**src/rtl/sq_register.sv**
```systemverilog
// Sequence register: captures the order code from the write bus and holds the EXTEND, next-instruction,
// inhibit and interrupt status bits. Optional macro SQ_RUPT_EN enables interrupt pending/entry logic.
module sq_register (
    input  logic       clock,
    input  logic       rst_n,
    input  logic       vcc,
    input  logic       gnd,
    input  logic       gojam,
    input  logic       nisq,
    input  logic       t02,
    input  logic       t12_n,
    input  logic       phs2_n,
    input  logic       wt_n,
    input  logic       rt_n,
    input  logic       ct_n,
    input  logic       wl16_n,
    input  logic       wl14_n,
    input  logic       wl13_n,
    input  logic       wl12_n,
    input  logic       wl11_n,
    input  logic       wl10_n,
    input  logic       ext,
    input  logic       extpls,
    input  logic       inkl,
    input  logic       inkbt1,
    input  logic       relpls,
    input  logic       inhlpls,
    input  logic       ovnhrp,
    input  logic       n5xp4,
    input  logic       mnhrpt,
    input  logic       ruptor_n,
    input  logic       krpt,
    input  logic       mtcsai,
    output logic [2:0] sq,
    output logic [1:0] qc,
    output logic       sqr10,
    output logic       sqext,
    output logic       futext,
    output logic       nisql,
    output logic       inhint,
    output logic       rptpend,
    output logic       iip
);

    localparam int unsigned SQ_W = 3;
    localparam int unsigned QC_W = 2;

    logic [SQ_W-1:0] r_sq;
    logic [QC_W-1:0] r_qc;
    logic            r_sqr10;
    logic            r_sqext;
    logic            r_futext;
    logic            r_nisql;
    logic            r_inhint;
    logic            w_ld;
    logic            w_rupt;
    logic            w_unused;

    assign w_ld = r_nisql & ~t12_n & ~wt_n & ~inkl;

`ifdef SQ_RUPT_EN
    logic r_rptpend;
    logic r_iip;

    assign w_rupt = w_ld & r_rptpend & ~r_inhint & ~r_iip & ~ovnhrp & ~n5xp4
                  & ~mnhrpt & ~inkbt1 & ~r_futext;

    // Pending request and interrupt-in-progress; a taken entry retires the pending request.
    always_ff @(posedge clock) begin
        if (!rst_n || gojam) begin
            r_rptpend <= 1'b0;
            r_iip     <= 1'b0;
        end else begin
            if (krpt)
                r_rptpend <= 1'b0;
            else if (!ruptor_n)
                r_rptpend <= 1'b1;
            else if (w_rupt)
                r_rptpend <= 1'b0;

            if (w_rupt)
                r_iip <= 1'b1;
            else if (relpls)
                r_iip <= 1'b0;
        end
    end

    assign rptpend  = r_rptpend;
    assign iip      = r_iip;
    assign w_unused = ^{vcc, gnd, t02, phs2_n, rt_n, ct_n};
`else
    assign w_rupt   = 1'b0;
    assign rptpend  = 1'b0;
    assign iip      = 1'b0;
    assign w_unused = ^{vcc, gnd, t02, phs2_n, rt_n, ct_n, ruptor_n, krpt,
                        inkbt1, ovnhrp, n5xp4, mnhrpt};
`endif

    // Order-code load and status flags; set requests beat same-cycle clears.
    always_ff @(posedge clock) begin
        if (!rst_n || gojam) begin
            r_sq     <= '0;
            r_qc     <= '0;
            r_sqr10  <= 1'b0;
            r_sqext  <= 1'b0;
            r_futext <= 1'b0;
            r_nisql  <= 1'b0;
            r_inhint <= 1'b0;
        end else begin
            if (w_rupt) begin
                r_sq    <= '0;
                r_qc    <= '0;
                r_sqr10 <= 1'b0;
                r_sqext <= 1'b0;
            end else if (w_ld) begin
                r_sq    <= {~wl16_n, ~wl14_n, ~wl13_n};
                r_qc    <= {~wl12_n, ~wl11_n};
                r_sqr10 <= ~wl10_n;
                r_sqext <= r_futext;
            end

            if (ext || extpls)
                r_futext <= 1'b1;
            else if (w_ld)
                r_futext <= 1'b0;

            if (nisq)
                r_nisql <= 1'b1;
            else if (w_ld)
                r_nisql <= 1'b0;

            if (inhlpls || mtcsai)
                r_inhint <= 1'b1;
            else if (relpls)
                r_inhint <= 1'b0;
        end
    end

    assign sq     = r_sq;
    assign qc     = r_qc;
    assign sqr10  = r_sqr10;
    assign sqext  = r_sqext;
    assign futext = r_futext;
    assign nisql  = r_nisql;
    assign inhint = r_inhint;

endmodule

```
**config.mk**
```make
export PLATFORM = sky130hd
export DESIGN_NAME = sq_register
export DESIGN_NICKNAME = d
export VERILOG_FILES = /design/src/rtl/sq_register.sv
export SDC_FILE = /design/constraint.sdc
export NUM_CORES = 1
export LEC_CHECK = 0
export ABC_AREA = 1
export CAP_MARGIN = 20
export CORE_MARGIN = 2
export CORE_UTILIZATION = 30
export CTS_BUF_LIST = sky130_fd_sc_hd__clkbuf_8
export CTS_CLUSTER_DIAMETER = 40
export DETAILED_ROUTE_END_ITERATION = 12
export GPL_ROUTABILITY_DRIVEN = 0
export PLACE_DENSITY_LB_ADDON = 0.2
export SLEW_MARGIN = 20
export SYNTH_ARGS = -nofsm -noshare
export SYNTH_HDL_FRONTEND = slang
export SYNTH_SLANG_ARGS = --single-unit
```
**constraint.sdc**
```tcl
create_clock -name clock -period 1 [get_ports clock]
set_input_delay 0.3 -clock clock [delete_from_list [all_inputs] [get_ports clock]]
set_output_delay 0.3 -clock clock [all_outputs]
set_load 0.03 [all_outputs]
```
==> results.yml, run 1 <==
cts:
  clock_sinks: 10
  clk_pin_slew_ps: 50
  htree_num_levels: 1
  ctsRootBufferMaster: "clkbuf_8"
  cts_tree: "yes"
  clockBufferDepth: 2
  cts_buffers: 3
  clk_latency_ps: 230
  hold_buffers: 0
yosys:
  avgSynthCellArea_um2: 7.72
  ys_ff_latch: 10
  yosysUniqueCellTypes: 13
  netlist_instances: 59
  syn-cell-area_um2: 455
  yosys_warnings: 0
  yosysSeqAreaShare: 0.440
routing:
  ant_nets: 0
  vias: 514
  route.detailed.drc: 0
  viasPerCell: 4.51
  drt_iter0_markers: 1
  finalWirelength_mm: 1.21
  routedWlPerCell_um: 10.6
  dr.pass1.iters: 4
worst_setup_path:
  critical_path.top_delay_family: "flip-flops"
  start_kind: "flip-flop"
  cpPeakStageDelay_ps: 350
  cpMaxStageDelayCell: "dfxtp_2"
  cp.arrival_ps: 710
  cp_data_required_time_ps: 700
  end_kind: "output pin"
  cp_max_fo: 3
  critical_path_class: "flip-flop to output pin"
  worstPathCellList: "buf_6"
  path_buf_inv: 1
sta:
  setup_slack_ps: -14.1
  hold_ws_ps: 465
  hold_viol: 0
  final.setup.tns_ps: -21.7
  rsz0062_at_grt: "yes"
  max_freq_mhz: 986
  slew_violations: 0
  period_share: 1.01
  finalSetupViolCount: 3
  fin_skew_ps: 3.56
  finalCriticalPeriod_ps: 1010
place:
  pre_cts_ws_ps: -344
  dpl.cell_count: 104
  dp_hpwl_um: 778
  portBuffers: 27
  dpl_cell_area_um2: 754
die:
  die_y_um: 43.0
  core_mm2: 0.00147
  die_w_um: 43.0
  ios: 42
  die_area_mm2: 0.00185
  start_util: 0.310
  fp-row-count: 14
grt:
  grt_usage: 0.148
  grt_pass1_vias: 478
  antenna_found_initial: 0
  grt.overflow.total: 0
  grt_max_degree: 8
  grt_pass1_wl_mm: 2.01
status:
  violations: "negative setup slack"
  status: "finished, violations left"
min_path:
  min_path_type: "flip-flop to flip-flop"
pwr:
  p_per_area_mw_per_mm2: 1180
  vdd_drop_max_mv: 0.987
  p_leak_nw: 0.402
  p_total_mw: 1.14
cells_and_area:
  fin_nets: 129
  ff_latch_area_um2: 213
  layout-drive-gt1-share: 0.459
  final_cells: 114
  post-route-util: 0.655
  fin_area_um2: 963
  multi_input_area_um2: 221
  areaGrowthSynthToFinish_pct: 112
  n_antenna_cell: 0
  nFillCells: 129
run:
  cap_violations: 0
-- final cells by class --
class / instances / area share
clock buffers: 4 / 0.0571
flip-flops and latches: 10 / 0.221
well taps: 16 / 0.0208
multi-input cells: 41 / 0.230
repair buffers: 38 / 0.452
inverters: 5 / 0.0195
-- Yosys cell counts --
cell type	instances	area, um^2
nor2_4	3	33.8
nand3_2	1	10.0
dfxtp_1	10	200
a21oi_1	9	45.0
nor2_1	8	30.0
conb_1	1	3.75
a21oi_2	1	8.76
inv_2	1	3.75
buf_4	3	22.5
buf_6	1	11.3
inv_1	4	15.0
nand2_1	11	41.3
nand3_1	6	30.0
-- final timing paths --
check | from | end | slack (ps) | cells after the start
worst min-delay path | inhint$_SDFFE_PP0P_ | inhint$_SDFFE_PP0P_ | 470 | 2
worst min register to register | inhint$_SDFFE_PP0P_ | inhint$_SDFFE_PP0P_ | 470 | 2
worst max register to register | nisql$_SDFFE_PP0P_ | sq[0]$_SDFFE_PP0P_ | 0 | 6
worst max-delay path | nisql$_SDFFE_PP0P_ | nisql | -10 | 1
-- state kept, by name, summed over array words and instances, names as in the netlist --
signal,flops
sqext,1
sqr10,1
sq,3
futext,1
inhint,1
nisql,1
qc,2
-- layout by cell type (no fill, tap or decap) --
master            n
buf_12            2
a21oi_2           1
clkdlybuf4s50_1  14
buf_16            1
nand3_1           3
buf_6            11
conb_1            2
nand2_1          11
inv_2             2
clkbuf_8          4
bufbuf_16         1
buf_4             6
nor2_1            8
nor2_4            3
inv_1             3
nand3_2           4
dlygate4sd2_1     3
a21oi_1           9
dfxtp_2          10
-- routing by layer --
metal	GRT usage	vias up	share of wire
li1	-	261	-
met1	0.171	232	0.40
met2	0.248	21	0.50
met3	0.0638	0	0.094
met4	0.0364	0	0
met5	0	-	0
-- worst reg2reg max path: cells and delay by family (launching register included) --
family	cells	cell delay, ps
buf+inv	2	200
flops	1	350
simple gates	4	340
-- timing repair --
| item | 4_1_cts | 5_1_grt |
|---|---|---|
| endpoints found under the setup margin | 19 | 20 |
| gates resized for setup | 24 | 4 |
| hold endpoints to repair | 0 | 0 |
| setup buffers | 1 | 3 |
| pin swaps | 4 | 6 |
| gates cloned | 2 | 0 |
-- cell families (layout without fill, tap and decap cells) --
kind of cell | count (synthesis) | count (layout) | share of synthesized area
compound gates | 10 | 10 | 0.118
buf+inv | 9 | 47 | 0.115
flops | 10 | 10 | 0.440
other cells | 1 | 2 | 0.00823
simple gates | 29 | 29 | 0.319
-- power by group --
group / total [mW] / switching, mW / internal [mW]
sequential: 0.415 / 0.00577 / 0.409
combinational: 0.220 / 0.0873 / 0.133
clock: 0.501 / 0.156 / 0.346
total: 1.14 / 0.249 / 0.887
Note: power is estimated with default switching activity, not from simulation.
==> run 2, diff against run 1 <==
- SKIP_CTS_REPAIR_TIMING: unset -> 1
==> run 2 against run 1 <==
Against the previous run: the flow still finishes with violations (negative setup slack); worst hold slack lost 17 ps; sequential power is essentially flat; largest cell class unchanged; via count shrank 3.3%.
==> results.yml, run 2 (synthesis results as in run 1) <==
status:
  status: "finished, violations left"
  violations: "negative setup slack"
worst_setup_path:
  worstSetupEndpoint: "nisql"
  rr_worst_depth: 6
  cpPeakStageDelay_ps: 350
  end_kind: "output pin"
  r2r_start: "nisql$_SDFFE_PP0P_"
  critical_path.top_delay_family: "flip-flops"
  cpMaxStageDelayCell: "dfxtp_2"
  cp_max_fo: 3
  cp-startpoint: "nisql$_SDFFE_PP0P_"
  worstPathCellList: "buf_6"
  critical_path_class: "flip-flop to output pin"
  cp_num_cells: 1
  rrSetupSlack_ps: 20
  path_buf_inv: 1
  worstReg2RegEnd: "qc[0]$_SDFFE_PP0P_"
  start_kind: "flip-flop"
  cp.arrival_ps: 720
  cp_data_required_time_ps: 700
cells_and_area:
  layout-drive-gt1-share: 0.404
  fin_nets: 125
  n_antenna_cell: 0
  final_common_cell: "clkdlybuf4s50_1"
  areaGrowthSynthToFinish_pct: 99.2
  nFillCells: 136
  ff_latch_area_um2: 211
  final_cell_mix: "13 x clkdlybuf4s50_1, 12 x buf_6, 11 x nand2_1"
  multi_input_area_um2: 206
  largest_reg_flops: 3
  post-route-util: 0.616
run:
  cap_violations: 0
cts:
  htree_num_levels: 1
  clockBufferDepth: 2
  ctsRootBufferMaster: "clkbuf_8"
  clock_sinks: 10
  cts_tree: "yes"
  cts_buffers: 3
  clk_latency_ps: 240
  clk_pin_slew_ps: 50
grt:
  grt.overflow.total: 0
  grt_pass1_vias: 429
  grt_pass1_wl_mm: 1.67
  antenna_found_initial: 0
  grt_max_degree: 14
  grt_usage: 0.121
die:
  start_util: 0.310
  ios: 42
  fp-row-count: 14
  die_w_um: 43.0
  die_area_mm2: 0.00185
  die_y_um: 43.0
  core_mm2: 0.00147
place:
  portBuffers: 27
  dp_hpwl_um: 778
sta:
  final.setup.tns_ps: -25.0
  setup_slack_ps: -18.2
  slew_violations: 0
  finalCriticalPeriod_ps: 1020
  finalSetupViolCount: 3
  hold_viol: 0
  period_share: 1.02
  max_freq_mhz: 982
  hold_ws_ps: 449
  rsz0062_at_grt: "yes"
  fin_skew_ps: 4.76
routing:
  route.detailed.drc: 0
  dr.pass1.iters: 4
  ant_nets: 0
  finalWirelength_mm: 1.13
  viasPerCell: 4.52
  vias: 497
  drt_iter0_markers: 5
  routedWlPerCell_um: 10.3
pwr:
  p_per_area_mw_per_mm2: 1230
  p_leak_nw: 0.399
  vdd_drop_max_mv: 0.967
min_path:
  worstHoldStart: "rst_n"
  min_path_type: "input port to flip-flop"
-- run 2: cell count changes in the layout (fill, tap and decap cells not counted), sizes merged --
cell	change
dlymetal6s2s	+4
buf	-4
clkbuf	+1
clkdlybuf4s50	-1
dlygate4sd2	-3
bufbuf	-1
-- run 2: cell type report --
| cell class | instances | share of cell area |
|---|---|---|
| Inverter | 5 | 0.0207 |
| Multi-Input combinational cell | 41 | 0.228 |
| Clock buffer | 4 | 0.0607 |
| Sequential cell | 10 | 0.233 |
| Tap cell | 16 | 0.0221 |
| Timing Repair Buffer | 34 | 0.436 |
-- run 2: metal layers --
layer / GRT usage / part of all wire
met3: 0.0638 / 0.10
met4: 0.0364 / 0.0053
met1: 0.145 / 0.42
met5: 0 / 0
met2: 0.185 / 0.47
-- run 2: how the worst min path moves through the flow --
stage                     endpoint  cells past startpoint
6_report        sqext$_SDFFE_PP0P_                      5
5_1_grt         sqext$_SDFFE_PP0P_                      5
4_1_cts        inhint$_SDFFE_PP0P_                      2
3_5_place_dp   inhint$_SDFFE_PP0P_                      2
3_3_place_gp   inhint$_SDFFE_PP0P_                      2
2_1_floorplan   nisql$_SDFFE_PP0P_                      2
-- run 2: where the power goes --
part | switching [mW] | internal (mW) | total [mW]
registers | 0.00587 | 0.409 | 0.415
clock network | 0.160 | 0.346 | 0.506
logic | 0.0823 | 0.115 | 0.197
total | 0.248 | 0.870 | 1.12
-- run 2: metrics by stage --
step | cells | area (um^2) | worst slack, ps | power (mW)
after floorplan | 60 | 460 | 12.8 | 0.498
after global placement | 104 | 754 | -326 | 0.599
after detailed placement | 104 | 754 | -344 | 0.601
after CTS | 108 | 810 | -103 | 1.11
after global routing | 110 | 907 | -45.2 | 1.16
final | 110 | 907 | -18.2 | 1.12
